## src/rtl/ow_arb_pkg.sv

```systemverilog
// Shared definitions for the one-wire bus arbiter: FSM encoding, requester
// count and the status byte reported when the watchdog forces completion.
package ow_arb_pkg;

    localparam int OW_NUM_REQ = 2;

    localparam logic [7:0] OW_TIMEOUT_STATE = 8'hFF;

    typedef enum logic [1:0] {
        ST_IDLE  = 2'd0,
        ST_ISSUE = 2'd1,
        ST_BUSY  = 2'd2,
        ST_DONE  = 2'd3
    } arb_state_t;

endpackage

```

## src/rtl/ow_bus_arbiter_if.sv

```systemverilog
// Request, bus-master command/status and response signals of the arbiter,
// bundled with an arbiter-side (slave) and environment-side (master) view.
interface ow_bus_arbiter_if;
    import ow_arb_pkg::*;

    logic [OW_NUM_REQ-1:0]   req_valid;
    logic [OW_NUM_REQ-1:0]   req_cmd;
    logic [7*OW_NUM_REQ-1:0] req_addr;
    logic [8*OW_NUM_REQ-1:0] req_num;
    logic [8*OW_NUM_REQ-1:0] req_wdata;
    logic [OW_NUM_REQ-1:0]   req_ready;

    logic       cmd;
    logic       en;
    logic [6:0] adders;
    logic [7:0] num;
    logic [7:0] wdata;

    logic [7:0] state;
    logic       state_rctrl;
    logic [7:0] rdata1;
    logic       rdata1_rctrl;
    logic [7:0] rdata2;
    logic       rdata2_rctrl;

    logic       rsp_id;
    logic [7:0] rsp_data;
    logic       rsp_data_vld;
    logic       rsp_done;
    logic [7:0] rsp_state;
    logic       rsp_timeout;
    logic       busy;

    modport slave (
        input  req_valid, req_cmd, req_addr, req_num, req_wdata,
        input  state, state_rctrl, rdata1, rdata1_rctrl, rdata2, rdata2_rctrl,
        output req_ready, cmd, en, adders, num, wdata,
        output rsp_id, rsp_data, rsp_data_vld, rsp_done, rsp_state, rsp_timeout, busy
    );

    modport master (
        output req_valid, req_cmd, req_addr, req_num, req_wdata,
        output state, state_rctrl, rdata1, rdata1_rctrl, rdata2, rdata2_rctrl,
        input  req_ready, cmd, en, adders, num, wdata,
        input  rsp_id, rsp_data, rsp_data_vld, rsp_done, rsp_state, rsp_timeout, busy
    );

endinterface

```

## src/rtl/ow_rr_pick.sv

```systemverilog
// Two-way round-robin picker: a lone request wins outright, a tie goes to the
// requester that was not granted last.
module ow_rr_pick
    import ow_arb_pkg::*;
(
    input  logic [OW_NUM_REQ-1:0] req_valid,
    input  logic                  last_gnt,
    output logic                  gnt,
    output logic                  any
);

    always_comb begin
        any = |req_valid;
        if (&req_valid) begin
            gnt = ~last_gnt;
        end else begin
            gnt = req_valid[1];
        end
    end

endmodule

```

## src/rtl/ow_bus_arbiter.sv

```systemverilog
// Round-robin sequencer sharing the one-wire master command port between the
// UART handler (0) and autopoll engine (1). Define OW_ARB_TIMEOUT_EN for the watchdog.
module ow_bus_arbiter
    import ow_arb_pkg::*;
#(
    parameter logic [15:0] TIMEOUT = 16'd50000
) (
    input  logic              clk,
    input  logic              rst,
    ow_bus_arbiter_if.slave   bus
);

    if (TIMEOUT < 16'd2) begin : g_bad_timeout
        $error("TIMEOUT must be at least 2");
    end

    logic       cmd_arr   [OW_NUM_REQ];
    logic [6:0] addr_arr  [OW_NUM_REQ];
    logic [7:0] num_arr   [OW_NUM_REQ];
    logic [7:0] wdata_arr [OW_NUM_REQ];

    for (genvar gi = 0; gi < OW_NUM_REQ; gi++) begin : g_req
        assign cmd_arr[gi]   = bus.req_cmd[gi];
        assign addr_arr[gi]  = bus.req_addr[gi*7 +: 7];
        assign num_arr[gi]   = bus.req_num[gi*8 +: 8];
        assign wdata_arr[gi] = bus.req_wdata[gi*8 +: 8];
    end

    arb_state_t fsm_reg, fsm_next;
    logic       gnt_reg, gnt_next;
    logic       last_gnt_reg, last_gnt_next;
    logic       skid_vld_reg, skid_vld_next;
    logic [7:0] skid_data_reg, skid_data_next;

    logic [OW_NUM_REQ-1:0] req_ready_reg, req_ready_next;
    logic       cmd_reg, cmd_next;
    logic       en_reg, en_next;
    logic [6:0] adders_reg, adders_next;
    logic [7:0] num_reg, num_next;
    logic [7:0] wdata_reg, wdata_next;
    logic       rsp_id_reg, rsp_id_next;
    logic [7:0] rsp_data_reg, rsp_data_next;
    logic       rsp_data_vld_reg, rsp_data_vld_next;
    logic       rsp_done_reg, rsp_done_next;
    logic [7:0] rsp_state_reg, rsp_state_next;
    logic       busy_reg, busy_next;

    logic       pick_gnt, pick_any;
    logic       fwd_taken;
    logic       expired;

    ow_rr_pick u_pick (
        .req_valid (bus.req_valid),
        .last_gnt  (last_gnt_reg),
        .gnt       (pick_gnt),
        .any       (pick_any)
    );

`ifdef OW_ARB_TIMEOUT_EN
    logic [15:0] cnt_reg, cnt_next;
    logic        rsp_timeout_reg, rsp_timeout_next;

    assign expired = (cnt_reg == TIMEOUT - 16'd1);

    always_comb begin
        cnt_next = cnt_reg;
        if (fsm_reg == ST_ISSUE) begin
            cnt_next = '0;
        end else if (fsm_reg == ST_BUSY) begin
            cnt_next = cnt_reg + 16'd1;
        end
        // A done strobe in the expiry cycle is a normal completion.
        rsp_timeout_next = (fsm_reg == ST_BUSY) && !bus.state_rctrl && expired;
    end

    always_ff @(posedge clk) begin
        if (!rst) begin
            cnt_reg         <= '0;
            rsp_timeout_reg <= 1'b0;
        end else begin
            cnt_reg         <= cnt_next;
            rsp_timeout_reg <= rsp_timeout_next;
        end
    end

    assign bus.rsp_timeout = rsp_timeout_reg;
`else
    assign expired         = 1'b0;
    assign bus.rsp_timeout = 1'b0;
`endif

    always_comb begin
        fsm_next          = fsm_reg;
        gnt_next          = gnt_reg;
        last_gnt_next     = last_gnt_reg;
        skid_vld_next     = skid_vld_reg;
        skid_data_next    = skid_data_reg;
        req_ready_next    = '0;
        cmd_next          = cmd_reg;
        en_next           = 1'b0;
        adders_next       = adders_reg;
        num_next          = num_reg;
        wdata_next        = wdata_reg;
        rsp_id_next       = rsp_id_reg;
        rsp_data_next     = rsp_data_reg;
        rsp_data_vld_next = 1'b0;
        rsp_done_next     = 1'b0;
        rsp_state_next    = rsp_state_reg;
        fwd_taken         = 1'b0;

        // The skid byte always goes first; it was captured a cycle earlier.
        if (skid_vld_reg) begin
            rsp_data_vld_next = 1'b1;
            rsp_data_next     = skid_data_reg;
            rsp_id_next       = gnt_reg;
            skid_vld_next     = 1'b0;
            fwd_taken         = 1'b1;
        end

        // The master never strobes again while a skid byte is still pending.
        if (fsm_reg == ST_BUSY) begin
            if (bus.rdata1_rctrl) begin
                if (!fwd_taken) begin
                    rsp_data_vld_next = 1'b1;
                    rsp_data_next     = bus.rdata1;
                    rsp_id_next       = gnt_reg;
                    fwd_taken         = 1'b1;
                end else begin
                    skid_vld_next  = 1'b1;
                    skid_data_next = bus.rdata1;
                end
            end
            if (bus.rdata2_rctrl) begin
                if (!fwd_taken) begin
                    rsp_data_vld_next = 1'b1;
                    rsp_data_next     = bus.rdata2;
                    rsp_id_next       = gnt_reg;
                    fwd_taken         = 1'b1;
                end else begin
                    skid_vld_next  = 1'b1;
                    skid_data_next = bus.rdata2;
                end
            end
        end

        case (fsm_reg)
            ST_IDLE: begin
                if (pick_any) begin
                    fsm_next                 = ST_ISSUE;
                    gnt_next                 = pick_gnt;
                    en_next                  = 1'b1;
                    req_ready_next[pick_gnt] = 1'b1;
                    cmd_next                 = cmd_arr[pick_gnt];
                    adders_next              = addr_arr[pick_gnt];
                    num_next                 = num_arr[pick_gnt];
                    wdata_next               = wdata_arr[pick_gnt];
                end
            end
            ST_ISSUE: begin
                fsm_next = ST_BUSY;
            end
            ST_BUSY: begin
                if (bus.state_rctrl) begin
                    fsm_next       = ST_DONE;
                    rsp_done_next  = 1'b1;
                    rsp_state_next = bus.state;
                    rsp_id_next    = gnt_reg;
                end else if (expired) begin
                    fsm_next       = ST_DONE;
                    rsp_done_next  = 1'b1;
                    rsp_state_next = OW_TIMEOUT_STATE;
                    rsp_id_next    = gnt_reg;
                end
            end
            ST_DONE: begin
                last_gnt_next = gnt_reg;
                fsm_next      = ST_IDLE;
            end
            default: begin
                fsm_next = ST_IDLE;
            end
        endcase

        busy_next = (fsm_next != ST_IDLE);
    end

    always_ff @(posedge clk) begin
        if (!rst) begin
            fsm_reg          <= ST_IDLE;
            gnt_reg          <= 1'b0;
            last_gnt_reg     <= 1'b1;
            skid_vld_reg     <= 1'b0;
            skid_data_reg    <= '0;
            req_ready_reg    <= '0;
            cmd_reg          <= 1'b0;
            en_reg           <= 1'b0;
            adders_reg       <= '0;
            num_reg          <= '0;
            wdata_reg        <= '0;
            rsp_id_reg       <= 1'b0;
            rsp_data_reg     <= '0;
            rsp_data_vld_reg <= 1'b0;
            rsp_done_reg     <= 1'b0;
            rsp_state_reg    <= '0;
            busy_reg         <= 1'b0;
        end else begin
            fsm_reg          <= fsm_next;
            gnt_reg          <= gnt_next;
            last_gnt_reg     <= last_gnt_next;
            skid_vld_reg     <= skid_vld_next;
            skid_data_reg    <= skid_data_next;
            req_ready_reg    <= req_ready_next;
            cmd_reg          <= cmd_next;
            en_reg           <= en_next;
            adders_reg       <= adders_next;
            num_reg          <= num_next;
            wdata_reg        <= wdata_next;
            rsp_id_reg       <= rsp_id_next;
            rsp_data_reg     <= rsp_data_next;
            rsp_data_vld_reg <= rsp_data_vld_next;
            rsp_done_reg     <= rsp_done_next;
            rsp_state_reg    <= rsp_state_next;
            busy_reg         <= busy_next;
        end
    end

    assign bus.req_ready    = req_ready_reg;
    assign bus.cmd          = cmd_reg;
    assign bus.en           = en_reg;
    assign bus.adders       = adders_reg;
    assign bus.num          = num_reg;
    assign bus.wdata        = wdata_reg;
    assign bus.rsp_id       = rsp_id_reg;
    assign bus.rsp_data     = rsp_data_reg;
    assign bus.rsp_data_vld = rsp_data_vld_reg;
    assign bus.rsp_done     = rsp_done_reg;
    assign bus.rsp_state    = rsp_state_reg;
    assign bus.busy         = busy_reg;

endmodule

```

## src/flat_wrapper.sv

```systemverilog
// flat-port wrapper written by rule: the top's interface ports become plain ports
module ow_bus_arbiter_flat import ow_arb_pkg::*;
#(
    parameter logic [15:0] TIMEOUT = 16'd50000
)
  (clk, rst, bus_req_valid, bus_req_cmd, bus_req_addr, bus_req_num, bus_req_wdata, bus_state, bus_state_rctrl, bus_rdata1, bus_rdata1_rctrl, bus_rdata2, bus_rdata2_rctrl, bus_req_ready, bus_cmd, bus_en, bus_adders, bus_num, bus_wdata, bus_rsp_id, bus_rsp_data, bus_rsp_data_vld, bus_rsp_done, bus_rsp_state, bus_rsp_timeout, bus_busy);
  ow_bus_arbiter_if bus_i ();
  input  logic clk;
  input  logic rst;
  input wire logic [$bits(bus_i.req_valid)-1:0] bus_req_valid;
  input wire logic [$bits(bus_i.req_cmd)-1:0] bus_req_cmd;
  input wire logic [$bits(bus_i.req_addr)-1:0] bus_req_addr;
  input wire logic [$bits(bus_i.req_num)-1:0] bus_req_num;
  input wire logic [$bits(bus_i.req_wdata)-1:0] bus_req_wdata;
  input wire logic [$bits(bus_i.state)-1:0] bus_state;
  input wire logic [$bits(bus_i.state_rctrl)-1:0] bus_state_rctrl;
  input wire logic [$bits(bus_i.rdata1)-1:0] bus_rdata1;
  input wire logic [$bits(bus_i.rdata1_rctrl)-1:0] bus_rdata1_rctrl;
  input wire logic [$bits(bus_i.rdata2)-1:0] bus_rdata2;
  input wire logic [$bits(bus_i.rdata2_rctrl)-1:0] bus_rdata2_rctrl;
  output wire logic [$bits(bus_i.req_ready)-1:0] bus_req_ready;
  output wire logic [$bits(bus_i.cmd)-1:0] bus_cmd;
  output wire logic [$bits(bus_i.en)-1:0] bus_en;
  output wire logic [$bits(bus_i.adders)-1:0] bus_adders;
  output wire logic [$bits(bus_i.num)-1:0] bus_num;
  output wire logic [$bits(bus_i.wdata)-1:0] bus_wdata;
  output wire logic [$bits(bus_i.rsp_id)-1:0] bus_rsp_id;
  output wire logic [$bits(bus_i.rsp_data)-1:0] bus_rsp_data;
  output wire logic [$bits(bus_i.rsp_data_vld)-1:0] bus_rsp_data_vld;
  output wire logic [$bits(bus_i.rsp_done)-1:0] bus_rsp_done;
  output wire logic [$bits(bus_i.rsp_state)-1:0] bus_rsp_state;
  output wire logic [$bits(bus_i.rsp_timeout)-1:0] bus_rsp_timeout;
  output wire logic [$bits(bus_i.busy)-1:0] bus_busy;
  assign bus_i.req_valid = bus_req_valid;
  assign bus_i.req_cmd = bus_req_cmd;
  assign bus_i.req_addr = bus_req_addr;
  assign bus_i.req_num = bus_req_num;
  assign bus_i.req_wdata = bus_req_wdata;
  assign bus_i.state = bus_state;
  assign bus_i.state_rctrl = bus_state_rctrl;
  assign bus_i.rdata1 = bus_rdata1;
  assign bus_i.rdata1_rctrl = bus_rdata1_rctrl;
  assign bus_i.rdata2 = bus_rdata2;
  assign bus_i.rdata2_rctrl = bus_rdata2_rctrl;
  assign bus_req_ready = bus_i.req_ready;
  assign bus_cmd = bus_i.cmd;
  assign bus_en = bus_i.en;
  assign bus_adders = bus_i.adders;
  assign bus_num = bus_i.num;
  assign bus_wdata = bus_i.wdata;
  assign bus_rsp_id = bus_i.rsp_id;
  assign bus_rsp_data = bus_i.rsp_data;
  assign bus_rsp_data_vld = bus_i.rsp_data_vld;
  assign bus_rsp_done = bus_i.rsp_done;
  assign bus_rsp_state = bus_i.rsp_state;
  assign bus_rsp_timeout = bus_i.rsp_timeout;
  assign bus_busy = bus_i.busy;
  ow_bus_arbiter #(.TIMEOUT(TIMEOUT)) u_core (.clk(clk), .rst(rst), .bus(bus_i));
endmodule
```

## config.mk

```make
export PLATFORM = sky130hd
export DESIGN_NAME = ow_bus_arbiter_flat
export DESIGN_NICKNAME = d
export VERILOG_FILES = /design/src/rtl/ow_arb_pkg.sv /design/src/rtl/ow_bus_arbiter_if.sv /design/src/rtl/ow_rr_pick.sv /design/src/rtl/ow_bus_arbiter.sv /design/src/flat_wrapper.sv
export SDC_FILE = /design/constraint.sdc
export NUM_CORES = 1
export LEC_CHECK = 0
export ABC_AREA = 1
export BUFFER_PORTS_ARGS = -buffer_cell sky130_fd_sc_hd__buf_2
export CAP_MARGIN = 20
export CELL_PAD_IN_SITES_DETAIL_PLACEMENT = 1
export CELL_PAD_IN_SITES_GLOBAL_PLACEMENT = 1
export CORE_UTILIZATION = 32
export DETAILED_ROUTE_END_ITERATION = 8
export MAX_ROUTING_LAYER = met4
export PLACE_DENSITY = 0.88
export SETUP_SLACK_MARGIN = 0.2
export SYNTH_ARGS = -nofsm -noshare
export SYNTH_HDL_FRONTEND = slang
export SYNTH_SLANG_ARGS = --single-unit
```

## constraint.sdc

```tcl
create_clock -name clk -period 1.6 [get_ports clk]
set_clock_uncertainty 0.05 [all_clocks]
set_input_delay 0.16 -clock clk [delete_from_list [all_inputs] [get_ports clk]]
set_output_delay 0.16 -clock clk [all_outputs]
set_load 0.02 [all_outputs]
```

* Yosys cells after proc, flatten, opt, wreduce, memory -nomap -nowiden *
Cells that the tools add are included.

word-level totals
  bits of input ports = 79
  output and inout bits = 48
  logic and storage cells = 83
  register bits = 60

cells by class
  equality and inequality tests = 3
  muxes and demuxes = 48
  bitwise gates (word level) = 2
  reductions and logical operators = 10
  $lt $le $gt $ge = 3

operators by type and width
  operator                                                              number
  8-bit 2-to-1 mux                                                      16
  1-bit 2-to-1 mux                                                      25
  7-bit 2-to-1 mux                                                      3
  2-bit AND reduction                                                   5
  2-bit case mux with 4 select lines                                    1
  2-bit == test, second input constant                                  2
  2-bit 2-to-1 mux                                                      2
  3-bit AND reduction                                                   1
  2-bit by 1-bit == test with 1-bit output, second input constant       1
  2-bit greater-or-equal comparator, second input constant              1
  2-bit zero test                                                       1
  1-bit by 2-bit < comparator with 1-bit output, second input constant  1
  1-bit NOT with 2-bit output                                           1
  2-bit nonzero test                                                    1
  2-bit OR reduction                                                    1
  1-bit demux with 1-bit select                                         1
  1-bit greater-or-equal comparator, second input constant              1
  1-bit logical AND                                                     1
  1-bit NOT                                                             1

* Depth between registers and ports, before layout *
  depth after elaboration = 8
  mapped depth = 8
  gate-level depth less buffers = 8

* By module *
A second synthesis with hierarchy kept.

unflattened totals
  cells, all modules = 418
  area total of the unflattened synthesis = 2726.4 µm²

modules (own cells, without submodules)
  module          cells each  sequential area each (µm²)  instances  area each (µm²)
  ow_bus_arbiter  415         1201.2                      1          2711.4
  ow_rr_pick      3           0.0                         1          15.0

* Least setup slack after synthesis *
No wires, ideal clock.

  path type = reg-to-reg
  start point = register u_core.skid_vld_reg
  end point = register u_core.skid_data_reg[0]
  slack = 425 ps
  cell stages (with the launch flop) = 7
  library setup time = 113 ps
  required time = 1437 ps
  period minus slack after synthesis = 1175 ps
  arrival time = 1012 ps
  cells stage by stage = dfxtp_1 buf_6 nand2_2 a21oi_4 inv_2 nand3_1 nand2_1

between the ends
  word-level cells in the longest chain between the ends = 5

RTL lines
  element                                                      line                                          text
  from (decl)                                                  ow_bus_arbiter.sv:32                          logic skid_vld_reg, skid_vld_next;
  from (signal assigned)                                       ow_bus_arbiter.sv:210                         skid_vld_reg <= skid_vld_next;
  1-bit 2-to-1 mux (*)                                         ow_bus_arbiter.sv:112                         if (skid_vld_reg) begin
  8-bit 2-to-1 mux / 1-bit 2-to-1 mux (equally long branches)  ow_bus_arbiter.sv:123, ow_bus_arbiter.sv:122
  8-bit 2-to-1 mux / 1-bit 2-to-1 mux (equally long branches)  ow_bus_arbiter.sv:122, ow_bus_arbiter.sv:121
  8-bit 2-to-1 mux                                             ow_bus_arbiter.sv:134                         if (!fwd_taken) begin
  8-bit 2-to-1 mux (*)                                         ow_bus_arbiter.sv:133                         if (bus.rdata2_rctrl) begin
  to (signal assigned)                                         ow_bus_arbiter.sv:211                         skid_data_reg <= skid_data_next;
  to (decl)                                                    ow_bus_arbiter.sv:33                          logic [7:0] skid_data_reg, skid_data_next;

Every way passes the cells marked *; elsewhere a longest branch is shown, timed or not. The select of a mux whose other input is x is not followed.
A chain may end at the register's enable or synchronous reset.

* Final worst setup path *
  start point = register u_core.skid_vld_reg
  end point = register u_core.skid_data_reg[1]

Same word-level chain as after synthesis.

==> run summary <==
Setup repair after global routing could not meet its margin everywhere. The final weighted congestion in routability-driven placement was 0.865. The clock root buffer is clkbuf_8.

Summed over all cells, the static leakage comes to 1.99 nW. Synthesis produced a netlist whose cell count is 411. The proportion of synthesized flip-flops having asynchronous set or reset was 0%; the global-route wire length before repair was 15.1 mm. The area share of the largest cell type after synthesis works out to 42.6%.

TritonCTS built the clock tree. The clock period could shrink to 1.34 ns. At the end of the flow, the number of nets in the layout was 615. In the post-synthesis netlist, the cell with the most instances is nand2_1. The routed length on met1 was 3.96 mm; the max-slew violation total from the final report was 0.

The required time of the worst setup path is 1.84 ns, and the number of ports placed on the die boundary is 127. The top routing layer in use is met4. The run gives 33.6% as the starting density of the core. The number of cells on the critical path is 6, and the fill cell total of the finished layout is 1114.

The slowest stage of the critical path belongs to the cell dfxtp_4. The combined area of all synthesized cells is 2820 µm². STA classifies the critical path endpoint as a flip-flop.

The region available for standard cell placement spans 8380 µm². Terminus of the critical flop-to-flop path: u_core.skid_data_reg[1]. The run gives 3180 as the total number of vias. Row generation in the floorplan step produced 33 rows. The run gives 0 ns as the total negative slack for setup checks. The start point of the worst hold path was bus_req_wdata[13]. The detail-routed via count per cell is 4.92. The run gives 490 as the synthesized net count. In the detailed route, the total length drawn on met2 is 4.83 mm. The post-route netlist has 32.5% of its cells at a drive strength greater than 1.

The final worst-path cycle share is 83.8%. The number of buffers created by CTS came out at 9. The count of H-tree levels built during CTS came out at 3.

In this design, the stage delay of the slowest critical-path cell is 0.38 ns. For the post-DP HPWL, the log shows 6.95 mm. The tools report the terminating pin of the worst hold path as u_core.bus.wdata[5]. The run finished with clean final reports. For the register-to-register setup slack, the log shows 0.26 ns. The first detailed-routing pass ran for 4 iterations. Distinct cell type count after synthesis: 26. After synthesis, the mean cell area works out to 6.86 µm². For this run, the total global-route usage over all layers was measured as 22.3%. Entering global routing, the biggest net connects 51 pins.

The remaining antenna violation count after routing was 0; the area growth from synthesis to layout was 35.9%. Sequential elements use 42.6% of the synthesized area. Dividing total power by cell area gives a power density of 1290 nW/µm². The count of flip-flops with a built-in enable after synthesis is 0. Along the worst path, the maximum fanout reaches 13.

The run gives 0 as the initial antenna violation count. The cell family contributing the most delay on the critical path is compound AO/OA/AOI/OAI gates. The worst setup path is launched from a flip-flop. The detailed router finished its first iteration with 107 violations.

The total overflow left after global routing is 0. The clock input transition at the sequential cells of the worst setup and hold paths works out to 0.08 ns. The tools report the launch instance of the worst register-to-register path as u_core.skid_vld_reg. For the via count of the first global-routing pass, the log shows 3208.

The count of buffers inserted at the top-level ports is 125, and the count of warnings emitted by yosys is 0. Detailed routing placed a total of 651 µm of wire on met3. In the post-synthesis netlist, the biggest area contributors are dfxtp_1 43%, nand2_1 22%, nand3_1 5.7%.

The number of hold buffers added after cts came out at 0. The die boundary width was 95.9 µm. For the number of DRC violations after detailed routing, the log shows 0. Total power for the finished layout comes to 4.94 mW. The signal on the critical path passes through o21ai_4 -> buf_4 -> nand2_1 -> o21ai_0 -> nand2_1 -> nand2_1. The type of the worst min-delay path is input port to flip-flop. The worst hold path was traced through 3 stages. 0 antenna diodes ended up in the layout. The predominant post-synthesis flop cell is dfxtp_1. The depth of the most critical reg-to-reg path was 6. Summed over all instances, the cell type with the most area after synthesis is dfxtp_1.

Final hold violation count: 0. Measured along the y axis, the die boundary spans 95.9 µm. The tools report the arrival time of data at the critical path endpoint as 1.58 ns. Clock tree synthesis found a total of 60 sinks.

In this run the deepest clock path goes through 2 buffers. Cell occurring most often along the worst timing path: nand2_1. Summed over all layers, the routed wires come to 9.55 mm. Ranked by instance count, the synthesized netlist is headed by 162 x nand2_1, 60 x dfxtp_1, 32 x nand3_1. For the max-capacitance violation count, the log shows 0.

Across the VDD grid, the largest voltage drop is 0.519 mV. The clock network latency to the later pin of the worst-skew pair came out at 0.34 ns. Setup violations remaining at the end of the flow were counted as 0. In the final routed layout, each cell accounts on average for 14.8 µm. The die covers 9190 µm². Number of buffer and inverter instances along the worst setup path: 1. Category of the critical setup timing path: flip-flop to flip-flop. After synthesis the netlist holds a flip-flop and latch count of 60. Timing would allow up to 745 MHz.
power breakdown:
| part | leakage [nW] | internal (mW) | switching (mW) | total [mW] |
|---|---|---|---|---|
| Sequential | 0.493 | 1.71 | 0.121 | 1.83 |
| Combinational | 1.37 | 0.497 | 0.888 | 1.39 |
| Clock | 0.122 | 1.08 | 0.646 | 1.72 |
cells by family (layout without fill, tap and decap cells):
kind of cell / count (synthesis) / in the layout / synth area share, %
other: 1 / 1 / 0.133
AO/OA/AOI/OAI: 82 / 82 / 16.5
AND/OR/NAND/NOR: 214 / 214 / 31.3
XOR/XNOR: 1 / 1 / 0.311
flip-flops: 60 / 60 / 42.6
buffers and inverters: 53 / 183 / 9.14
layout make-up:
cell class                 instances  area (µm²)  area share, %
inverter                          28         113           2.94
multi-input combinational        298        1370           35.8
tap                              105         131           3.43
sequential                        60        1210           31.5
clock buffer                      10         138           3.59
clock inverter                     6         111           2.91
timing repair buffer             139         761           19.9
through the flow:
stage / hold WS, ns / cells / worst slack, ns / instance area [µm²] / util [%]
6_report: 0.0230 / 646 / 0.258 / 3830 / 45.7
5_1_grt: 0.0184 / 646 / 0.172 / 3830 / 45.7
4_1_cts: 0.00906 / 641 / 0.260 / 3760 / 44.9
3_5_place_dp: 0.384 / 625 / 0.198 / 3510 / 41.9
3_3_place_gp: 0.374 / 625 / 0.282 / 3510 / 41.9
2_1_floorplan: 0.262 / 411 / 0.425 / 2820 / -
how the worst max path moves through the flow:
| stage | start | end | slack, ns |
|---|---|---|---|
| 6_report | u_core.skid_vld_reg | u_core.skid_data_reg[1] | 0.26 |
| 5_1_grt | u_core.fsm_reg[0] | u_core.gnt_reg | 0.17 |
| 4_1_cts | u_core.fsm_reg[1] | u_core.skid_data_reg[1] | 0.26 |
| 3_5_place_dp | u_core.skid_vld_reg | u_core.skid_data_reg[1] | 0.20 |
| 3_3_place_gp | u_core.skid_vld_reg | u_core.skid_data_reg[1] | 0.28 |
| 2_1_floorplan | u_core.skid_vld_reg | u_core.skid_data_reg[0] | 0.43 |
cell usage in the layout, fill, tap and decap left out, drive strengths merged, types with 11 or more instances in the layout:
cell    netlist  final
a21oi        19     19
a31oi        25     25
buf          20    138
clkbuf        5     11
dfxtp        60     60
inv          27     27
nand2       167    167
nand3        32     32
nor2         13     13
o21ai        38     38
what timing repair did:
action,CTS,global route
setup endpoints to repair,7,19
resized for setup,2,5
cloned,0,1
setup buffers,0,4
pin swaps,0,1
worst register-to-register path, stage by stage (launching register included):
cell and delay (ns):
dfxtp_4 0.38, o21ai_4 0.33, buf_4 0.19, nand2_1 0.05
o21ai_0 0.14, nand2_1 0.09, nand2_1 0.07
per-layer routing:
layer | up-vias | track usage [%]
li1 | 1579 | -
met1 | 1471 | 24.9
met2 | 118 | 39.3
met3 | 12 | 6.32
met4 | 0 | 5.10
met5 | - | -
Note: power is estimated with default switching activity, not from simulation.
